### config.mk
export PLATFORM = sky130hd
export DESIGN_NAME = if_fetch_unit
export DESIGN_NICKNAME = d
export VERILOG_FILES = /design/src/rtl/if_fetch_unit.sv
export SDC_FILE = /design/constraint.sdc
export NUM_CORES = 1
export LEC_CHECK = 0
export BUFFER_PORTS_ARGS = -buffer_cell sky130_fd_sc_hd__buf_2
export CAP_MARGIN = 0
export CORE_AREA = 10 10 145 147
export CTS_CLUSTER_DIAMETER = 30
export CTS_CLUSTER_SIZE = 40
export DETAILED_ROUTE_END_ITERATION = 6
export DIE_AREA = 0 0 155 157
export GPL_ROUTABILITY_DRIVEN = 0
export GPL_TIMING_DRIVEN = 1
export HOLD_SLACK_MARGIN = 0.02
export MAX_ROUTING_LAYER = met4
export PLACE_DENSITY = 0.86
export SLEW_MARGIN = 30
export SYNTH_ARGS = -nofsm -noshare
export SYNTH_HDL_FRONTEND = slang
export SYNTH_SLANG_ARGS = --single-unit
### constraint.sdc
create_clock -name clk -period 4.6 [get_ports clk]
set_input_delay 0.46 -clock clk [delete_from_list [all_inputs] [get_ports clk]]
set_output_delay 0.46 -clock clk [all_outputs]
set_load 0.02 [all_outputs]
### src/rtl/if_fetch_unit.sv
// ---------------------------------------------------------------------------
// if_fetch_unit
//
// Instruction fetch stage. Holds the fetch PC, issues requests to an
// instruction memory, matches in-order responses to the PC that requested
// them, and presents fetched words to the IF/ID register through a 2-entry
// output queue.
//
// Handshakes: a transfer happens on any rising edge where the producer's
// valid and the consumer's ready are both high. Request side:
// imem_req_valid/imem_req_ready. Response side: imem_rsp_valid has no
// back-pressure, so the credit rule below ensures there is always room.
// Output side: if_valid with ~stall acting as the consumer's ready.
//
// Credit rule: a request may issue only while
// (outstanding requests + queued words) < 2, so every response in RUN
// always finds a free queue slot.
//
// Ports
//   clk, reset          rising-edge clock, synchronous active-low reset
//   stall               downstream not accepting; holds if_* outputs
//   redirect_valid/_pc  taken branch/jump: new PC, flush, drop in-flight
//   imem_req_*          fetch request (valid/ready/addr)
//   imem_rsp_*          in-order fetch response (valid/data)
//   if_valid/pc/instr   queue head toward IF/ID
//   fetch_count         dequeued instructions (perf counter)
//   bubble_count        cycles with nothing to offer and no stall
//   dbg_state_o         1 while in DRAIN
//
// Configuration macro: FETCH_PERF_CNT_EN enables the two performance
// counters; without it both counter outputs are tied to zero.
// ---------------------------------------------------------------------------
module if_fetch_unit #(
   parameter logic [31:0] RESET_PC  = 32'h0000_0000,
   parameter logic [31:0] NOP_INSTR = 32'h0000_0000
) (
   input  logic        clk,
   input  logic        reset,
   input  logic        stall,
   input  logic        redirect_valid,
   input  logic [31:0] redirect_pc,
   output logic        imem_req_valid,
   output logic [31:0] imem_req_addr,
   input  logic        imem_req_ready,
   input  logic        imem_rsp_valid,
   input  logic [31:0] imem_rsp_data,
   output logic        if_valid,
   output logic [31:0] if_pc,
   output logic [31:0] if_instruction,
   output logic [31:0] fetch_count,
   output logic [31:0] bubble_count,
   output logic        dbg_state_o
);

   typedef enum logic {
      S_RUN   = 1'b0,
      S_DRAIN = 1'b1
   } state_e;

   state_e      state_q, state_d;
   logic [31:0] pc_q, pc_d;
   logic [1:0]  drop_q, drop_d;
   logic [1:0]  outst_q, outst_d;

   // Tag FIFO: PC of every accepted request, popped by each response.
   logic [31:0] tag_mem_q [2];
   logic        tag_wr_q, tag_wr_d;
   logic        tag_rd_q, tag_rd_d;

   // Output queue: fetched word plus its PC.
   logic [31:0] q_pc_q   [2];
   logic [31:0] q_data_q [2];
   logic        q_wr_q, q_wr_d;
   logic        q_rd_q, q_rd_d;
   logic [1:0]  q_cnt_q, q_cnt_d;

   logic        req_hs;
   logic        rsp_take;
   logic        rsp_keep;
   logic        deq;
   logic [2:0]  in_use;

   // A same-cycle dequeue does not free a credit; only registered counts.
   assign in_use         = {1'b0, outst_q} + {1'b0, q_cnt_q};
   assign imem_req_valid = reset && (state_q == S_RUN) && !redirect_valid
                           && (in_use < 3'd2);
   assign imem_req_addr  = {pc_q[31:2], 2'b00};
   assign req_hs         = imem_req_valid && imem_req_ready;

   // Responses are only meaningful while something is outstanding.
   assign rsp_take = imem_rsp_valid && (outst_q != 2'd0);
   // Responses are kept only in RUN without a redirect in the same cycle.
   assign rsp_keep = rsp_take && (state_q == S_RUN) && !redirect_valid;

   assign if_valid       = (q_cnt_q != 2'd0);
   assign if_pc          = if_valid ? q_pc_q[q_rd_q]   : 32'h0000_0000;
   assign if_instruction = if_valid ? q_data_q[q_rd_q] : NOP_INSTR;
   // The queue is flushed on redirect, so nothing is handed over that cycle.
   assign deq            = if_valid && !stall && !redirect_valid;

   assign dbg_state_o    = (state_q == S_DRAIN);

   always_comb begin
      state_d  = state_q;
      pc_d     = pc_q;
      drop_d   = drop_q;
      outst_d  = outst_q + {1'b0, req_hs} - {1'b0, rsp_take};
      tag_wr_d = tag_wr_q ^ req_hs;
      tag_rd_d = tag_rd_q ^ rsp_take;
      q_wr_d   = q_wr_q ^ rsp_keep;
      q_rd_d   = q_rd_q ^ deq;
      q_cnt_d  = q_cnt_q + {1'b0, rsp_keep} - {1'b0, deq};

      // Redirect wins over stall: new PC and an empty output queue.
      if (redirect_valid) begin
         pc_d    = {redirect_pc[31:2], 2'b00};
         q_wr_d  = 1'b0;
         q_rd_d  = 1'b0;
         q_cnt_d = 2'd0;
      end

      case (state_q)
         S_RUN: begin
            if (redirect_valid) begin
               // A response arriving in the redirect cycle is already dropped.
               drop_d = outst_q - {1'b0, rsp_take};
               if (drop_d != 2'd0) begin
                  state_d = S_DRAIN;
               end
            end else if (req_hs) begin
               pc_d = pc_q + 32'd4;
            end
         end
         S_DRAIN: begin
            if (rsp_take) begin
               drop_d = drop_q - 2'd1;
            end
            if (drop_d == 2'd0) begin
               state_d = S_RUN;
            end
         end
         default: state_d = S_RUN;
      endcase
   end

   always_ff @(posedge clk) begin
      if (!reset) begin
         state_q  <= S_RUN;
         pc_q     <= RESET_PC;
         drop_q   <= 2'd0;
         outst_q  <= 2'd0;
         tag_wr_q <= 1'b0;
         tag_rd_q <= 1'b0;
         q_wr_q   <= 1'b0;
         q_rd_q   <= 1'b0;
         q_cnt_q  <= 2'd0;
      end else begin
         state_q  <= state_d;
         pc_q     <= pc_d;
         drop_q   <= drop_d;
         outst_q  <= outst_d;
         tag_wr_q <= tag_wr_d;
         tag_rd_q <= tag_rd_d;
         q_wr_q   <= q_wr_d;
         q_rd_q   <= q_rd_d;
         q_cnt_q  <= q_cnt_d;
      end
   end

   // Storage arrays need no reset: the pointers and counts gate every read.
   always_ff @(posedge clk) begin
      if (req_hs) begin
         tag_mem_q[tag_wr_q] <= imem_req_addr;
      end
      if (rsp_keep) begin
         q_pc_q[q_wr_q]   <= tag_mem_q[tag_rd_q];
         q_data_q[q_wr_q] <= imem_rsp_data;
      end
   end

`ifdef FETCH_PERF_CNT_EN
   logic [31:0] fetch_cnt_q;
   logic [31:0] bubble_cnt_q;

   always_ff @(posedge clk) begin
      if (!reset) begin
         fetch_cnt_q  <= 32'd0;
         bubble_cnt_q <= 32'd0;
      end else begin
         if (deq) begin
            fetch_cnt_q <= fetch_cnt_q + 32'd1;
         end
         if (!if_valid && !stall) begin
            bubble_cnt_q <= bubble_cnt_q + 32'd1;
         end
      end
   end

   assign fetch_count  = fetch_cnt_q;
   assign bubble_count = bubble_cnt_q;
`else
   assign fetch_count  = 32'd0;
   assign bubble_count = 32'd0;
`endif

endmodule

Word-level counts from Yosys, hierarchy flattened. Memory sizes are Yosys's and may differ from the RTL's. A register that Yosys moved wholly into a read port is not among the register bits. Index checks and enable logic that the tools add are counted.

Bits in registers: 43. Bits in writable memories: 188. Output and inout port bits: 163. Logic and storage cells: 65. Memories kept: 3.

$add $sub $neg: 8. Order comparisons: 1. Eq/ne operators: 1. Muxes and demuxes: 21. Bitwise logic cells: 6. Reductions and logical operators: 16.

Memories: q_data_q (depth 2, bits a word 32, rd ports 1, clocked after memory_dff 1, wr ports 1, RTL line 72) `logic [31:0] q_data_q [2];`; q_pc_q (depth 2, bits a word 32, rd ports 1, clocked after memory_dff 1, wr ports 1, RTL line 71) `logic [31:0] q_pc_q [2];`; tag_mem_q (depth 2, bits a word 30, rd ports 1, clocked after memory_dff 1, wr ports 1, RTL line 66) `logic [31:0] tag_mem_q [2];`.

Operators by type and width (number): $mux 32 (6); $add 32x3->32 const B (1); $mux 1 (10); $logic_and 1x1->1 (9); $mux 2 (3); $reduce_bool 2->1 (3); $sub 2x1->2 (3); $add 2x1->2 (2); $pmux 2 s2 (1); $xor 1x1->1 (4); $add 2x2->3 (1); $lt 3x2->1 const B (1); $logic_not 1->1 (2); $logic_not 2->1 (1); $ne 2x2->1 const B (1); $not 1->1 (2); $pmux 1 s2 (1); $reduce_or 2->1 (1); $sub 2x1->2 const B (1).

Logic depth before layout (Yosys ltp).
Word-level depth: 8. Gate-level depth with buffers: 13. Depth with buffers taken out: 11.

Least setup slack after synthesis. No wires, ideal clock.

Kind: in2reg. From: input port imem_rsp_valid. To: memory q_data_q[1][0] (enable). Arrival time: 2.418 ns. Setup slack: 1.756 ns. Stages on the path: 5. Buffers on the path: 0. Cell sequence: o21ai_0 -> inv_1 -> nand2_1 -> inv_1 -> ha_1.

Cells in the longest elaborated chain, start to end: 5.

RTL lines: start: declaration (RTL line 45) `input logic imem_rsp_valid,`; $logic_and 1x1->1 (RTL line 91) `assign rsp_take = imem_rsp_valid && (outst_q != 2'd0);`; $logic_and 1x1->1 (2 in a row) (RTL line 93) `assign rsp_keep = rsp_take && (state_q == S_RUN) && !redirect_valid;`; $mux 1 (RTL line 175) `if (rsp_keep) begin`; $mux 1 (implied by the code) (RTL line 177) `q_data_q[q_wr_q] <= imem_rsp_data;`; end: declaration (RTL line 72).

No other way between the ends.

Final worst setup path.
From: register q_cnt_q[0]. To: memory tag_mem_q[1][27] in the netlist's numbering (enable).

Cells in the longest elaborated chain, start to end: 6.

RTL lines: start: declaration (RTL line 75) `logic [1:0] q_cnt_q, q_cnt_d;`; start signal: assignment (RTL line 166) `q_cnt_q <= q_cnt_d;`; $add 2x2->3 (RTL line 84) `assign in_use = {1'b0, outst_q} + {1'b0, q_cnt_q};`; $lt 3x2->1 (RTL line 86) `&& (in_use < 3'd2);`; $logic_and 1x1->1 (RTL line 86); $logic_and 1x1->1 (RTL line 88) `assign req_hs = imem_req_valid && imem_req_ready;`; $mux 1 (RTL line 172) `if (req_hs) begin`; $mux 1 (implied by the code) (RTL line 173) `tag_mem_q[tag_wr_q] <= imem_req_addr;`; end: declaration (RTL line 66).

No other way between the ends.

==> flow_metrics.tcl <==
set metrics [dict create \
    criticalPathCategory "reg2reg" \
    rows 50 \
    cts_resized 0 \
    vias_per_cell 5.26 \
    drcViolationCount 0 \
    path_buf_inv 2 \
    core_region_area_um2 18300 \
    h-tree-depth 2 \
    totalNegativeSetupSlack_ps 0 \
    cpMaxStageDelayCell "dfxtp_1" \
    pin_count 233 \
    grt_pass1_vias 6236 \
    share_comb_of_total_power_pct 12.6 \
    hold_viol 0 \
    worstMarginPinSlew_ps 939 \
    worst_path_largest_cell_delay_ps 400 \
    crit_end "tag_mem_q[1][27]$_DFFE_PP_" \
    grt_pass1_wl_mm 33.5 \
    rsz0062_at_grt "false" \
    ant_nets 0 \
    grt.overflow.total 0 \
    hp-class "in2reg" \
    period_share_pct 58.2 \
    wl_met2_mm 11.0 \
    hpwl_mm 14.1 \
    die_w_um 155 \
    post_cts_buffers 0 \
    r2r_slack_ps 1920 \
    whs_ps 160 \
    syn-instance-count 715 \
    finalMaxSlewViolations 0 \
    antenna_found_initial 0 \
    dominantRegCellSynth "edfxtp_1" \
    clk_latency_ps 500 \
    area_growth_pct 21.9 \
    diodes 0 \
    path_cells "and2_1, fa_1, nor2_1, and4_1, buf_4, ha_1, buf_4" \
    grt_max_degree 64 \
    crit_path_start_kind "flop" \
    dr.max_layer_used "met4" \
    arrival_ps 2810 \
    p_total_w 0.00618 \
    power.share.switching_pct 25.2 \
    mostFrequentLayoutCells "edfxtp_1 (184), buf_2 (162), nor2_1 (86), conb_1 (68), mux2i_1 (64)" \
    seq_area_frac_synth_pct 65.0 \
    max_slew_margin_pct 37.4 \
    ys_types 57 \
    cp_num_cells 7 \
    p_switching_w 0.00156 \
    gr-usage-all-layers_pct 17.5 \
    required_ps 4730 \
    crit_path_start "q_cnt_q[0]$_SDFF_PP0_" \
    cts_tree "done" \
    maxCapViolCount 0 \
    cts_sinks 226 \
    drive_gt1_share_pct 30.7 \
    numCtsBuffers 38 \
    internal-power_w 0.00462 \
    cts-hold-fix-buffers 0 \
    path_common_cell "buf_4" \
    nFillCells 1350 \
    wl_met3_mm 1.32 \
    synth_area_per_cell_um2 13.7 \
    skew_ps 26.7 \
    synth-edff-count 184 \
    synth-seq-cells 226 \
    crit_fanout 31 \
    fin_crit_ps 2680 \
    clk_pin_slew_ps 50 \
    clkPwrFrac_pct 46.3 \
    leakagePower_nw 4.63 \
    wl_met1_mm 8.98 \
    vias 6081 \
    root_buffer "clkbuf_16" \
    layout_commonest_cell "edfxtp_1" \
    synth_area_um2 9790 \
    r2r-end "tag_mem_q[1][27]$_DFFE_PP_" \
    wire_per_inst_um 18.8 \
    dr.pass1.iters 5 \
    ys_warn_count 0 \
    peakVddDrop_uv 371 \
    dieArea_um2 24300 \
    status "finished clean" \
    critPathTopFamily "buffers and inverters" \
    timing.rr.start "q_cnt_q[0]$_SDFF_PP0_" \
    max_freq_mhz 374 \
    async_flop_share_pct 0 \
    routed_wl_mm 21.7 \
    pwr_density_cell_nw_per_um2 518 \
    drt_iter0_drc 427 \
    end_kind "flop" \
    io_buffer_count 162 \
    p_seq_share_pct 41.2 \
    cts_buffer_depth 3 \
    num-nets-final 973 \
    start_util_pct 53.4 \
    worst-r2r-cell-count 7 \
    finalSetupViolations 0 \
    die_h_um 157 \
]
[cells in the mapped netlist (all sizes together), types with 2 or more instances]
library cell | n | area (um2)
a211oi | 7 | 57.6
a21boi | 2 | 15.0
a21oi | 16 | 80.1
a221oi | 3 | 26.3
a222oi | 2 | 20.0
a22oi | 4 | 30.0
a2bb2oi | 3 | 26.3
a31oi | 4 | 25.0
and2 | 7 | 43.8
and3 | 7 | 43.8
and4 | 4 | 36.3
buf | 85 | 606
clkbuf | 14 | 52.6
dfxtp | 42 | 841
edfxtp | 184 | 5530
ha | 10 | 125
inv | 12 | 45.0
mux2 | 36 | 405
mux2i | 64 | 641
nand2 | 23 | 88.8
nand3 | 12 | 60.1
nand4 | 11 | 90.1
nor2 | 88 | 338
nor2b | 5 | 31.3
nor3 | 5 | 25.0
nor4 | 5 | 61.3
o21a | 2 | 15.0
o21ai | 17 | 85.1
o22ai | 6 | 37.5
o311ai | 2 | 17.5
xnor2 | 4 | 35.0
xor2 | 15 | 131
[registers in the layout, summed over array words and instances (netlist names), named ones only]
name / cells
dbg_state_o: 1
drop_q: 2
outst_q: 2
pc_q: 30
q_cnt_q: 2
q_data_q: 64
q_pc_q: 60
q_rd_q: 1
q_wr_q: 1
tag_mem_q: 60
tag_rd_q: 1
tag_wr_q: 1
[power groups by stage]
stage	Sequential (W)	Combinational, W	Clock (W)
3_5_place_dp	0.00258	0.000772	0
5_1_grt	0.00256	0.000853	0.00301
6_report	0.00254	0.000776	0.00286
3_3_place_gp	0.00257	0.000749	0
2_1_floorplan	0.00258	0.000585	0
4_1_cts	0.00254	0.000782	0.00290
[cell families (layout without fill, tap and decap cells)]
| group | count (synthesis) | count (layout) | share of synthesized area, % |
|---|---|---|---|
| simple gates | 170 | 170 | 8.65 |
| buf+inv | 112 | 251 | 7.27 |
| other cells | 1 | 68 | 0.0383 |
| mux | 100 | 100 | 10.7 |
| flops | 226 | 226 | 65.0 |
| compound gates | 76 | 76 | 5.17 |
| fa+ha+maj | 11 | 11 | 1.48 |
| xor+xnor | 19 | 19 | 1.70 |
[how the worst min path moves through the flow]
stage	from	endpoint	cells past startpoint
2_1_floorplan	drop_q[1]$_SDFFE_PN0P_	drop_q[1]$_SDFFE_PN0P_	2
3_3_place_gp	drop_q[1]$_SDFFE_PN0P_	drop_q[1]$_SDFFE_PN0P_	2
3_5_place_dp	drop_q[1]$_SDFFE_PN0P_	drop_q[1]$_SDFFE_PN0P_	2
4_1_cts	imem_rsp_data[11]	q_data_q[1][11]$_DFFE_PP_	1
5_1_grt	imem_rsp_data[11]	q_data_q[0][11]$_DFFE_PP_	1
6_report	imem_rsp_data[11]	q_data_q[1][11]$_DFFE_PP_	1
[worst reg2reg max path, cell delays in order (launching register included)]
cell and delay, ps:
dfxtp_1 400, and2_1 170, fa_1 400, nor2_1 170, and4_1 230, buf_4 320
ha_1 220, buf_4 380
[through the flow]
stage	utilization, %	setup WS [ps]	instances	cell area, um2
2_1_floorplan	-	1760	782	10000
3_3_place_gp	57.6	1900	1084	10600
3_5_place_dp	57.7	1860	1085	10600
4_1_cts	65.0	1920	1154	11900
5_1_grt	65.1	1770	1155	11900
6_report	65.1	1920	1155	11900
[final cells by class]
cell class / instances / area (um2) / share of cell area (%)
Sequential cell: 226 / 6370 / 53.4
Multi-Input combinational cell: 444 / 3000 / 25.1
Clock buffer: 44 / 1030 / 8.60
Timing Repair Buffer: 170 / 896 / 7.51
Clock inverter: 25 / 307 / 2.57
Tap cell: 234 / 293 / 2.45
Inverter: 12 / 45.0 / 0.377
[routing by layer]
| metal | up-vias | global-route usage [%] |
|---|---|---|
| met4 | 0 | 6.66 |
| met2 | 248 | 29.1 |
| met3 | 40 | 3.08 |
| met1 | 2918 | 21.1 |
| li1 | 2875 | - |
| met5 | - | - |
No activity file was read; power rests on OpenSTA's default activity.
